--- config.mk ---
export PLATFORM = sky130hd
export DESIGN_NAME = niosqs_nios2_qsys_0_mul_seq_flat
export DESIGN_NICKNAME = d
export VERILOG_FILES = /design/src/rtl/niosqs_mul_pkg.sv /design/src/rtl/niosqs_nios2_qsys_0_mul_seq_if.sv /design/src/rtl/niosqs_mul_seq_acc.sv /design/src/rtl/niosqs_nios2_qsys_0_mul_seq.sv /design/src/flat_wrapper.sv
export SDC_FILE = /design/constraint.sdc
export NUM_CORES = 1
export LEC_CHECK = 0
export BUFFER_PORTS_ARGS = -buffer_cell sky130_fd_sc_hd__buf_2
export CORE_ASPECT_RATIO = 1.1
export CORE_UTILIZATION = 45
export CTS_BUF_LIST = sky130_fd_sc_hd__clkbuf_8
export DETAILED_ROUTE_END_ITERATION = 10
export PLACE_DENSITY = 0.64
export RECOVER_POWER = 100
export SLEW_MARGIN = 5
export SYNTH_ARGS = -nofsm -noshare
export SYNTH_HDL_FRONTEND = slang
export SYNTH_SLANG_ARGS = --single-unit
--- constraint.sdc ---
create_clock -name clk -period 13.75 [get_ports clk]
set_input_delay 0.6875 -clock clk [delete_from_list [all_inputs] [get_ports clk]]
set_output_delay 0.6875 -clock clk [all_outputs]
set_load 0.03 [all_outputs]
--- src/rtl/niosqs_mul_pkg.sv ---
// niosqs_mul_pkg: shared op/state encodings, pass and latency constants, signed-correction helper
package niosqs_mul_pkg;
    typedef enum logic [1:0] {OP_MUL, OP_MULXUU, OP_MULXSU, OP_MULXSS} op_e;
    typedef enum logic [1:0] {S_IDLE, S_ISSUE, S_DRAIN, S_RESP} state_e;
    localparam int MUL_PASSES = 4;
    localparam int MUL_LAT_LO = 3;
    localparam int MUL_LAT_HI = 6;
    // Unsigned high word minus this term gives the signed high word (mod 2^32).
    function automatic logic [31:0] corr_f(input op_e op, input logic [31:0] a, input logic [31:0] b);
        return ((op == OP_MULXSU || op == OP_MULXSS) && a[31] ? b : 32'd0)
             + ((op == OP_MULXSS) && b[31] ? a : 32'd0);
    endfunction
endpackage

--- src/rtl/niosqs_nios2_qsys_0_mul_seq_if.sv ---
// niosqs_nios2_qsys_0_mul_seq_if: request/response handshake plus multiply-cell operand/result bus
// Signals: req_valid/req_ready/req_op/req_src1/req_src2, resp_valid/resp_ready/resp_data,
//          M_mul_src1/M_mul_src2 (to cell), M_mul_cell_result (from cell).
// Modports: slave = sequencer side, master = requester/cell side.
interface niosqs_nios2_qsys_0_mul_seq_if #(parameter int DATA_W = 32);
    logic              req_valid;
    logic              req_ready;
    logic [1:0]        req_op;
    logic [DATA_W-1:0] req_src1;
    logic [DATA_W-1:0] req_src2;
    logic              resp_valid;
    logic              resp_ready;
    logic [DATA_W-1:0] resp_data;
    logic [DATA_W-1:0] M_mul_src1;
    logic [DATA_W-1:0] M_mul_src2;
    logic [DATA_W-1:0] M_mul_cell_result;
    modport slave (
        input  req_valid, req_op, req_src1, req_src2, resp_ready, M_mul_cell_result,
        output req_ready, resp_valid, resp_data, M_mul_src1, M_mul_src2
    );
    modport master (
        output req_valid, req_op, req_src1, req_src2, resp_ready, M_mul_cell_result,
        input  req_ready, resp_valid, resp_data, M_mul_src1, M_mul_src2
    );
endinterface

--- src/rtl/niosqs_mul_seq_acc.sv ---
// niosqs_mul_seq_acc: 64-bit partial-product shift/add accumulator with final high-word/corr stage
// Ports: clk, reset_n (sync, active-low), clr_i (clear on accept), add_i (add prod_i at pass_i shift),
//        pass_i (0: <<0, 1/2: <<16, 3: <<32), prod_i (cell result), corr_i (signed correction),
//        hi_o = (acc + prod_i<<32)[63:32] - corr_i, valid while the last partial product is on prod_i.
module niosqs_mul_seq_acc
    import niosqs_mul_pkg::*;
#(
    parameter int DATA_W = 32
) (
    input  logic              clk,
    input  logic              reset_n,
    input  logic              clr_i,
    input  logic              add_i,
    input  logic [1:0]        pass_i,
    input  logic [DATA_W-1:0] prod_i,
    input  logic [DATA_W-1:0] corr_i,
    output logic [DATA_W-1:0] hi_o
);
    logic [2*DATA_W-1:0] acc_q, acc_d, term;
    always_comb begin
        term  = {{DATA_W{1'b0}}, prod_i} << (pass_i == 2'd0 ? 0 : pass_i == 2'd3 ? DATA_W : DATA_W/2);
        acc_d = clr_i ? '0 : add_i ? acc_q + term : acc_q;
        // The final pass lands entirely in the high word, so only the upper half needs the add.
        hi_o  = acc_q[2*DATA_W-1:DATA_W] + prod_i - corr_i;
    end
    always_ff @(posedge clk) begin
        acc_q <= !reset_n ? '0 : acc_d;
    end
endmodule

--- src/rtl/niosqs_nios2_qsys_0_mul_seq.sv ---
// niosqs_nios2_qsys_0_mul_seq: multiply sequencer driving the Nios II multiply cell (low word or high word via 4 passes)
// Ports: clk, reset_n (sync, active-low), bus (slave modport of niosqs_nios2_qsys_0_mul_seq_if).
// Config: MUL_SEQ_SIGNED_EN enables the signed correction for MULXSU/MULXSS; otherwise they equal MULXUU.
module niosqs_nios2_qsys_0_mul_seq
    import niosqs_mul_pkg::*;
#(
    parameter int DATA_W = 32
) (
    input logic clk,
    input logic reset_n,
    niosqs_nios2_qsys_0_mul_seq_if.slave bus
);
    localparam int H = DATA_W / 2;
    state_e            state_q, state_d;
    op_e               op_q, op_d;
    logic [DATA_W-1:0] a_q, a_d, b_q, b_d, res_q, res_d;
    logic [1:0]        cnt_q, cnt_d;
    logic [DATA_W-1:0] corr, hi_word;
    logic              accept, hi, issue, acc_add;
    assign accept = state_q == S_IDLE && bus.req_valid;
    assign hi     = op_q != OP_MUL;
    assign issue  = state_q == S_ISSUE;
`ifdef MUL_SEQ_SIGNED_EN
    logic [DATA_W-1:0] corr_q, corr_d;
    always_comb corr_d = accept ? corr_f(op_e'(bus.req_op), bus.req_src1, bus.req_src2) : corr_q;
    always_ff @(posedge clk) corr_q <= !reset_n ? '0 : corr_d;
    assign corr = corr_q;
`else
    assign corr = '0;
`endif
    always_ff @(posedge clk) begin
        if (!reset_n) begin
            state_q <= S_IDLE;
            op_q    <= OP_MUL;
            a_q     <= '0;
            b_q     <= '0;
            cnt_q   <= '0;
            res_q   <= '0;
        end else begin
            state_q <= state_d;
            op_q    <= op_d;
            a_q     <= a_d;
            b_q     <= b_d;
            cnt_q   <= cnt_d;
            res_q   <= res_d;
        end
    end
    always_comb begin
        state_d = state_q;
        op_d    = op_q;
        a_d     = a_q;
        b_d     = b_q;
        cnt_d   = cnt_q;
        res_d   = res_q;
        case (state_q)
            S_IDLE: if (accept) begin
                state_d = S_ISSUE;
                op_d    = op_e'(bus.req_op);
                a_d     = bus.req_src1;
                b_d     = bus.req_src2;
                cnt_d   = '0;
            end
            S_ISSUE: begin
                cnt_d   = cnt_q + 2'd1;
                state_d = (!hi || cnt_q == 2'(MUL_PASSES - 1)) ? S_DRAIN : S_ISSUE;
            end
            S_DRAIN: begin
                state_d = S_RESP;
                res_d   = hi ? hi_word : bus.M_mul_cell_result;
            end
            default: state_d = bus.resp_ready ? S_IDLE : S_RESP;
        endcase
    end
    // Pass n is issued with cnt_q == n; its product arrives one cycle later (cnt_q == n+1, or DRAIN for p3).
    always_comb begin
        bus.req_ready  = state_q == S_IDLE;
        bus.resp_valid = state_q == S_RESP;
        bus.resp_data  = res_q;
        bus.M_mul_src1 = !issue ? '0 : !hi ? a_q : {{H{1'b0}}, cnt_q[0] ? a_q[DATA_W-1:H] : a_q[H-1:0]};
        bus.M_mul_src2 = !issue ? '0 : !hi ? b_q : {{H{1'b0}}, cnt_q[1] ? b_q[DATA_W-1:H] : b_q[H-1:0]};
        acc_add        = issue && hi && cnt_q != 2'd0;
    end
    niosqs_mul_seq_acc #(.DATA_W(DATA_W)) u_acc (
        .clk     (clk),
        .reset_n (reset_n),
        .clr_i   (accept),
        .add_i   (acc_add),
        .pass_i  (cnt_q - 2'd1),
        .prod_i  (bus.M_mul_cell_result),
        .corr_i  (corr),
        .hi_o    (hi_word)
    );
endmodule

--- src/flat_wrapper.sv ---
// flat-port wrapper written by rule: the top's interface ports become plain ports
module niosqs_nios2_qsys_0_mul_seq_flat import niosqs_mul_pkg::*;
#(
    parameter int DATA_W = 32
)
  (clk, reset_n, bus_req_valid, bus_req_op, bus_req_src1, bus_req_src2, bus_resp_ready, bus_M_mul_cell_result, bus_req_ready, bus_resp_valid, bus_resp_data, bus_M_mul_src1, bus_M_mul_src2);
  niosqs_nios2_qsys_0_mul_seq_if #(.DATA_W(DATA_W)) bus_i ();
  input logic clk;
  input logic reset_n;
  input wire logic [$bits(bus_i.req_valid)-1:0] bus_req_valid;
  input wire logic [$bits(bus_i.req_op)-1:0] bus_req_op;
  input wire logic [$bits(bus_i.req_src1)-1:0] bus_req_src1;
  input wire logic [$bits(bus_i.req_src2)-1:0] bus_req_src2;
  input wire logic [$bits(bus_i.resp_ready)-1:0] bus_resp_ready;
  input wire logic [$bits(bus_i.M_mul_cell_result)-1:0] bus_M_mul_cell_result;
  output wire logic [$bits(bus_i.req_ready)-1:0] bus_req_ready;
  output wire logic [$bits(bus_i.resp_valid)-1:0] bus_resp_valid;
  output wire logic [$bits(bus_i.resp_data)-1:0] bus_resp_data;
  output wire logic [$bits(bus_i.M_mul_src1)-1:0] bus_M_mul_src1;
  output wire logic [$bits(bus_i.M_mul_src2)-1:0] bus_M_mul_src2;
  assign bus_i.req_valid = bus_req_valid;
  assign bus_i.req_op = bus_req_op;
  assign bus_i.req_src1 = bus_req_src1;
  assign bus_i.req_src2 = bus_req_src2;
  assign bus_i.resp_ready = bus_resp_ready;
  assign bus_i.M_mul_cell_result = bus_M_mul_cell_result;
  assign bus_req_ready = bus_i.req_ready;
  assign bus_resp_valid = bus_i.resp_valid;
  assign bus_resp_data = bus_i.resp_data;
  assign bus_M_mul_src1 = bus_i.M_mul_src1;
  assign bus_M_mul_src2 = bus_i.M_mul_src2;
  niosqs_nios2_qsys_0_mul_seq #(.DATA_W(DATA_W)) u_core (.clk(clk), .reset_n(reset_n), .bus(bus_i));
endmodule
* Word-level counts from Yosys, hierarchy flattened *
Cells that the tools add are included.

word-level totals
  flip-flop bits (word level) = 166
  bits of input ports = 102
  output and inout port bits = 98
  logic and storage cells = 47

cells by class
  multiplexer cells = 15
  shifts and indexed selects = 1
  bitwise operators = 1
  reduce and logical (&&, ||, !) cells = 13
  equality and inequality tests = 6
  add/subtract/negate cells = 4

operators with widths
  cell                                              count
  two-way mux 32 bit                                5
  adder 64 bit                                      1
  left shift 32 x 6 -> 64 bit                       1
  adder 32 bit                                      1
  two-way mux 16 bit                                2
  two-way mux 6 bit                                 2
  == test 2 bit, second input constant              4
  two-way mux 2 bit                                 4
  one-hot mux 2 bit (3 select lines)                1
  nonzero test 2 bit                                3
  logical NOT 2 bit                                 2
  one-hot mux 2 bit (2 select lines)                1
  AND reduction 2 bit                               2
  logical AND 1 bit                                 3
  adder 2 x 1 -> 2 bit, second input constant       1
  == test 2 x 1 -> 1 bit, second input constant     1
  != test 2 x 1 -> 1 bit, second input constant     1
  OR reduction 2 bit                                1
  subtractor 2 x 1 -> 2 bit, second input constant  1
  logical NOT 1 bit                                 1
  logical OR 1 bit                                  1
  inverter 1 bit                                    1

* Logic depth before layout (Yosys ltp) *
  word-level depth = 6
  gate-level depth with buffers = 19

* Modules after synthesis *
A second synthesis with hierarchy kept.

second synthesis, totals
  cell total of the unflattened synthesis = 1873
  area total of the unflattened synthesis = 13903.3 um2

by module, submodules not included
  module                       times used  cells each  area an instance (um2)
  niosqs_mul_seq_acc           1           1229        9205.1
  niosqs_nios2_qsys_0_mul_seq  1           644         4698.3

* Least setup slack after synthesis *
Ideal clock, no wire load.

  path kind = register -> register
  start = register u_core.cnt_q[0]
  end = register u_core.u_acc.acc_q[63]
  period minus slack after synthesis = 4.358 ns
  setup time = 0.141 ns
  setup slack = 9.392 ns
  data arrival time = 4.217 ns
  cell stages (with the launch flop) = 19
  path buffers = 2
  cells stage by stage = dfxtp_1 -> inv_1 -> ha_1 -> xor2_1 -> buf_1 -> clkbuf_1 -> mux2i_1 -> nor2_1 -> ha_1 -> a21oi_1 -> o21bai_1 -> a21o_1 -> a21o_1 -> a21oi_1 -> o21ai_0 -> a21o_1 -> a221oi_1 -> mux2i_1 -> o311ai_0

on the way
  longest elaborated chain between the ends = 6

RTL lines
  item                            RTL line                           RTL
  start, declared                 niosqs_nios2_qsys_0_mul_seq.sv:17  logic [1:0] cnt_q, cnt_d;
  start signal, assigned          niosqs_nios2_qsys_0_mul_seq.sv:44  cnt_q <= cnt_d;
  subtractor 2 x 1 -> 2 bit       niosqs_nios2_qsys_0_mul_seq.sv:88  .pass_i (cnt_q - 2'd1),
  == test 2 bit                   niosqs_mul_seq_acc.sv:21           term = {{DATA_W{1'b0}}, prod_i} << (pass_i == 2'd0 ? 0 : pass_i == 2'd3 ? DATA_W : DATA_W/2);
  two-way mux 6 bit (2 in a row)  niosqs_mul_seq_acc.sv:21
  left shift 32 x 6 -> 64 bit     niosqs_mul_seq_acc.sv:21
  adder 64 bit                    niosqs_mul_seq_acc.sv:22           acc_d = clr_i ? '0 : add_i ? acc_q + term : acc_q;
  end signal, assigned            niosqs_mul_seq_acc.sv:27           acc_q <= !reset_n ? '0 : acc_d;
  end, declared                   niosqs_mul_seq_acc.sv:19           logic [2*DATA_W-1:0] acc_q, acc_d, term;

Parallel ways exist; a longest one is shown, timed or not.
A chain may end at the register's enable or synchronous reset.

* Worst setup path after layout *
  start = register u_core.cnt_q[0]
  end = register u_core.u_acc.acc_q[40]

The elaborated chain is that of the path after synthesis.

==> impl_metrics.env <==
export IMPL_worst_slack_ps=7020
export IMPL_path_class="reg -> reg"
export IMPL_power_density_nw_per_um2=98.7
export IMPL_cts_tree="built"
export IMPL_grt_overflow=0
export IMPL_portBuffers=199
export IMPL_max_slew_margin_pct=-110
export IMPL_fmax_ghz=0.149
export IMPL_firstDrtPassIters=5
export IMPL_required_ps=14080
export IMPL_maxSlewViolCount=266
export IMPL_synth_nets=1958
export IMPL_antenna_found_initial=1
export IMPL_utilization_pct=51.2
export IMPL_route_detailed_drc=0
export IMPL_placed_cell_area_um2=13700
export IMPL_p_clk_share_pct=27.8
export IMPL_grt_pass1_vias=12500
export IMPL_fin_crit_sh_pct=49.0
export IMPL_post_place_cells=2221
export IMPL_final_cell_mix="nand2_1 (394), a21oi_1 (258), dfxtp_1 (166)"
export IMPL_tns_ps=0
export IMPL_dieArea_um2=28500
export IMPL_synth_area_um2=12500
export IMPL_layoutNonFillerInstCount=2252
export IMPL_stdcell_area_um2=13900
export IMPL_dp_hpwl_um=32000
export IMPL_hp_class="in -> reg"
export IMPL_violations="max-capacitance violations, max-slew violations"
export IMPL_combPwrFrac_pct=33.5
export IMPL_sw_frac_of_total_pct=40.2
export IMPL_leakagePower_nw=5.87
export IMPL_drt_iter0_drc=1302
export IMPL_worstMarginPinSlew_ps=3150
export IMPL_ys_ff_latch=166
export IMPL_n_antenna_cell=0
export IMPL_clk_pin_slew_ps=110
export IMPL_hold_violations=0
export IMPL_startpoint_type="register"
export IMPL_clkLatencyLatePin_ps=490
export IMPL_postSynthCellCount=1757
export IMPL_path_max_fanout=20
export IMPL_worstSetupEndpointType="register"
export IMPL_yosys_area_top_type="dfxtp_1"
export IMPL_status="complete, but fails checks"
export IMPL_cts_htree_levels=4
export IMPL_p_seq_share_pct=38.7
export IMPL_drive_gt1_share_pct=8.87
export IMPL_ctsHoldBuffers=0
export IMPL_cts_root_buf="clkbuf_8"
export IMPL_max_cap_viol_count=6
export IMPL_core_area_um2=27100
export IMPL_layout_commonest_cell="nand2_1"
export IMPL_final_antenna_net_count=0
export IMPL_pre_cts_slack_ps=8390
export IMPL_yosys_warnings=0
export IMPL_fin_crit_ps=6730
export IMPL_numClockSinks=166
export IMPL_die_x_um=161
export IMPL_grt_max_degree=84
export IMPL_fin_nets=2084
export IMPL_cts_setup_buffers=0
export IMPL_cts_repair_resized=0
export IMPL_track_usage_pct=29.9
export IMPL_via_count=13300
export IMPL_vdd_drop_max_mv=0.110
export IMPL_vias_per_cell=5.92
export IMPL_synth_edf_count=0
export IMPL_switchingPower_w=0.000552
export IMPL_synth_cell_types=79
export IMPL_wl_per_cell_um=19.3
export IMPL_postRouteWirelength_um=43500
export IMPL_ys_async_sr_fraction_pct=0
export IMPL_intPower_w=0.000820
export IMPL_synth_top_area_share_pct=26.5
export IMPL_grt_pass1_wl_um=67200
export IMPL_setup_viol=0
export IMPL_cts_buffer_depth=2
export IMPL_io_pins=200
export IMPL_die_height_um=177
export IMPL_place_gp_congestion=0.944
export IMPL_synth_area_top_cells="dfxtp_1 (27%), nand2_1 (12%), a21oi_1 (10%)"
export IMPL_avgSynthCellArea_um2=7.13
export IMPL_synth_ff_type="dfxtp_1"
export IMPL_numCtsBuffers=17
export IMPL_synth_seq_area_share_pct=26.5
export IMPL_cp_arrival_ps=7060
export IMPL_rsz0062_at_grt="false"
export IMPL_start_util_pct=46.2
export IMPL_areaGrowthSynthToFinish_pct=10.9
export IMPL_std_cell_rows=63
export IMPL_fin_skew_ps=19.7
[power groups by stage]
stage	combinational, W	clock, W	sequential (W)
final	0.000460	0.000381	0.000530
after global routing	0.000499	0.000407	0.000534
after detailed placement	0.000457	0	0.000540
after floorplan	0.000308	0	0.000555
after CTS	0.000459	0.000388	0.000529
after global placement	0.000456	0	0.000539
[routing by layer]
layer / vias to the layer above / GRT usage [%] / wire length, um
met4: 0 / 10.1 / 1060
met3: 70 / 5.27 / 2900
met5: - / 0 / 0
li1: 6451 / - / -
met1: 6335 / 39.1 / 19300
met2: 479 / 49.3 / 20200
[worst max-delay path, cell delays in order, from the launching register on]
cell and delay (ps):
dfxtp_1 450, inv_1 120, ha_1 350, xor2_2 130, clkbuf_1 1120, nor2_1 560
and2_0 330, ha_1 220, fa_1 430, a211oi_1 300, o21ai_0 220, a31oi_1 340
o21ai_0 280, a41oi_1 640, o21ai_0 290, a21oi_1 330, o21ai_0 190, xnor2_1 180
o21ai_0 90
[flip-flops by register name, summed over array words and instances, names as in the netlist]
signal and flops:
u_core.u_acc.acc_q 64, u_core.op_q 2, u_core.b_q 32, u_core.bus.resp_data 32, u_core.state_q 2, u_core.a_q 32, u_core.cnt_q 2
[cells in the mapped netlist (all sizes together), types with 29 or more instances]
cell type / number
nand2: 395
a21oi: 259
dfxtp: 166
nor2: 119
ha: 97
o21ai: 95
clkbuf: 90
xnor2: 59
a21o: 57
and3: 45
inv: 34
nand3: 29
[path summary, 6_finish.rpt]
| path | start | end | slack, ps | cells past startpoint |
|---|---|---|---|---|
| max reg2reg | u_core.cnt_q[0] | u_core.u_acc.acc_q[40] | 7020 | 18 |
| min | bus_req_src2[19] | u_core.b_q[19] | 430 | 3 |
| max | u_core.cnt_q[0] | u_core.u_acc.acc_q[40] | 7020 | 18 |
| min reg2reg | u_core.b_q[3] | u_core.b_q[3] | 460 | 2 |
[final cells by class]
cell class | count | area (um^2)
clock inverter | 14 | 170
multi-input combinational | 1450 | 8620
tap | 357 | 447
inverter | 35 | 131
fill | 2839 | 13200
timing repair buffer | 213 | 965
clock buffer | 17 | 234
sequential | 166 | 3320
[cells by family (layout without fill, tap and decap cells)]
logic type,count (synthesis),after routing,synth area share [%]
simple gates,693,693,24.0
compound gates,562,562,27.9
flops,166,166,26.5
buf+inv,141,279,4.63
fa+ha+maj,99,99,10.0
xor+xnor,77,77,5.38
mux,19,19,1.52
[per-stage QoR]
stage	hold WS [ps]	total power, W
finish	430	0.00137
global route	407	0.00144
CTS	406	0.00138
detailed placement	448	0.000997
global placement	443	0.000995
floorplan	436	0.000863
Note: power is estimated with default switching activity, not from simulation.
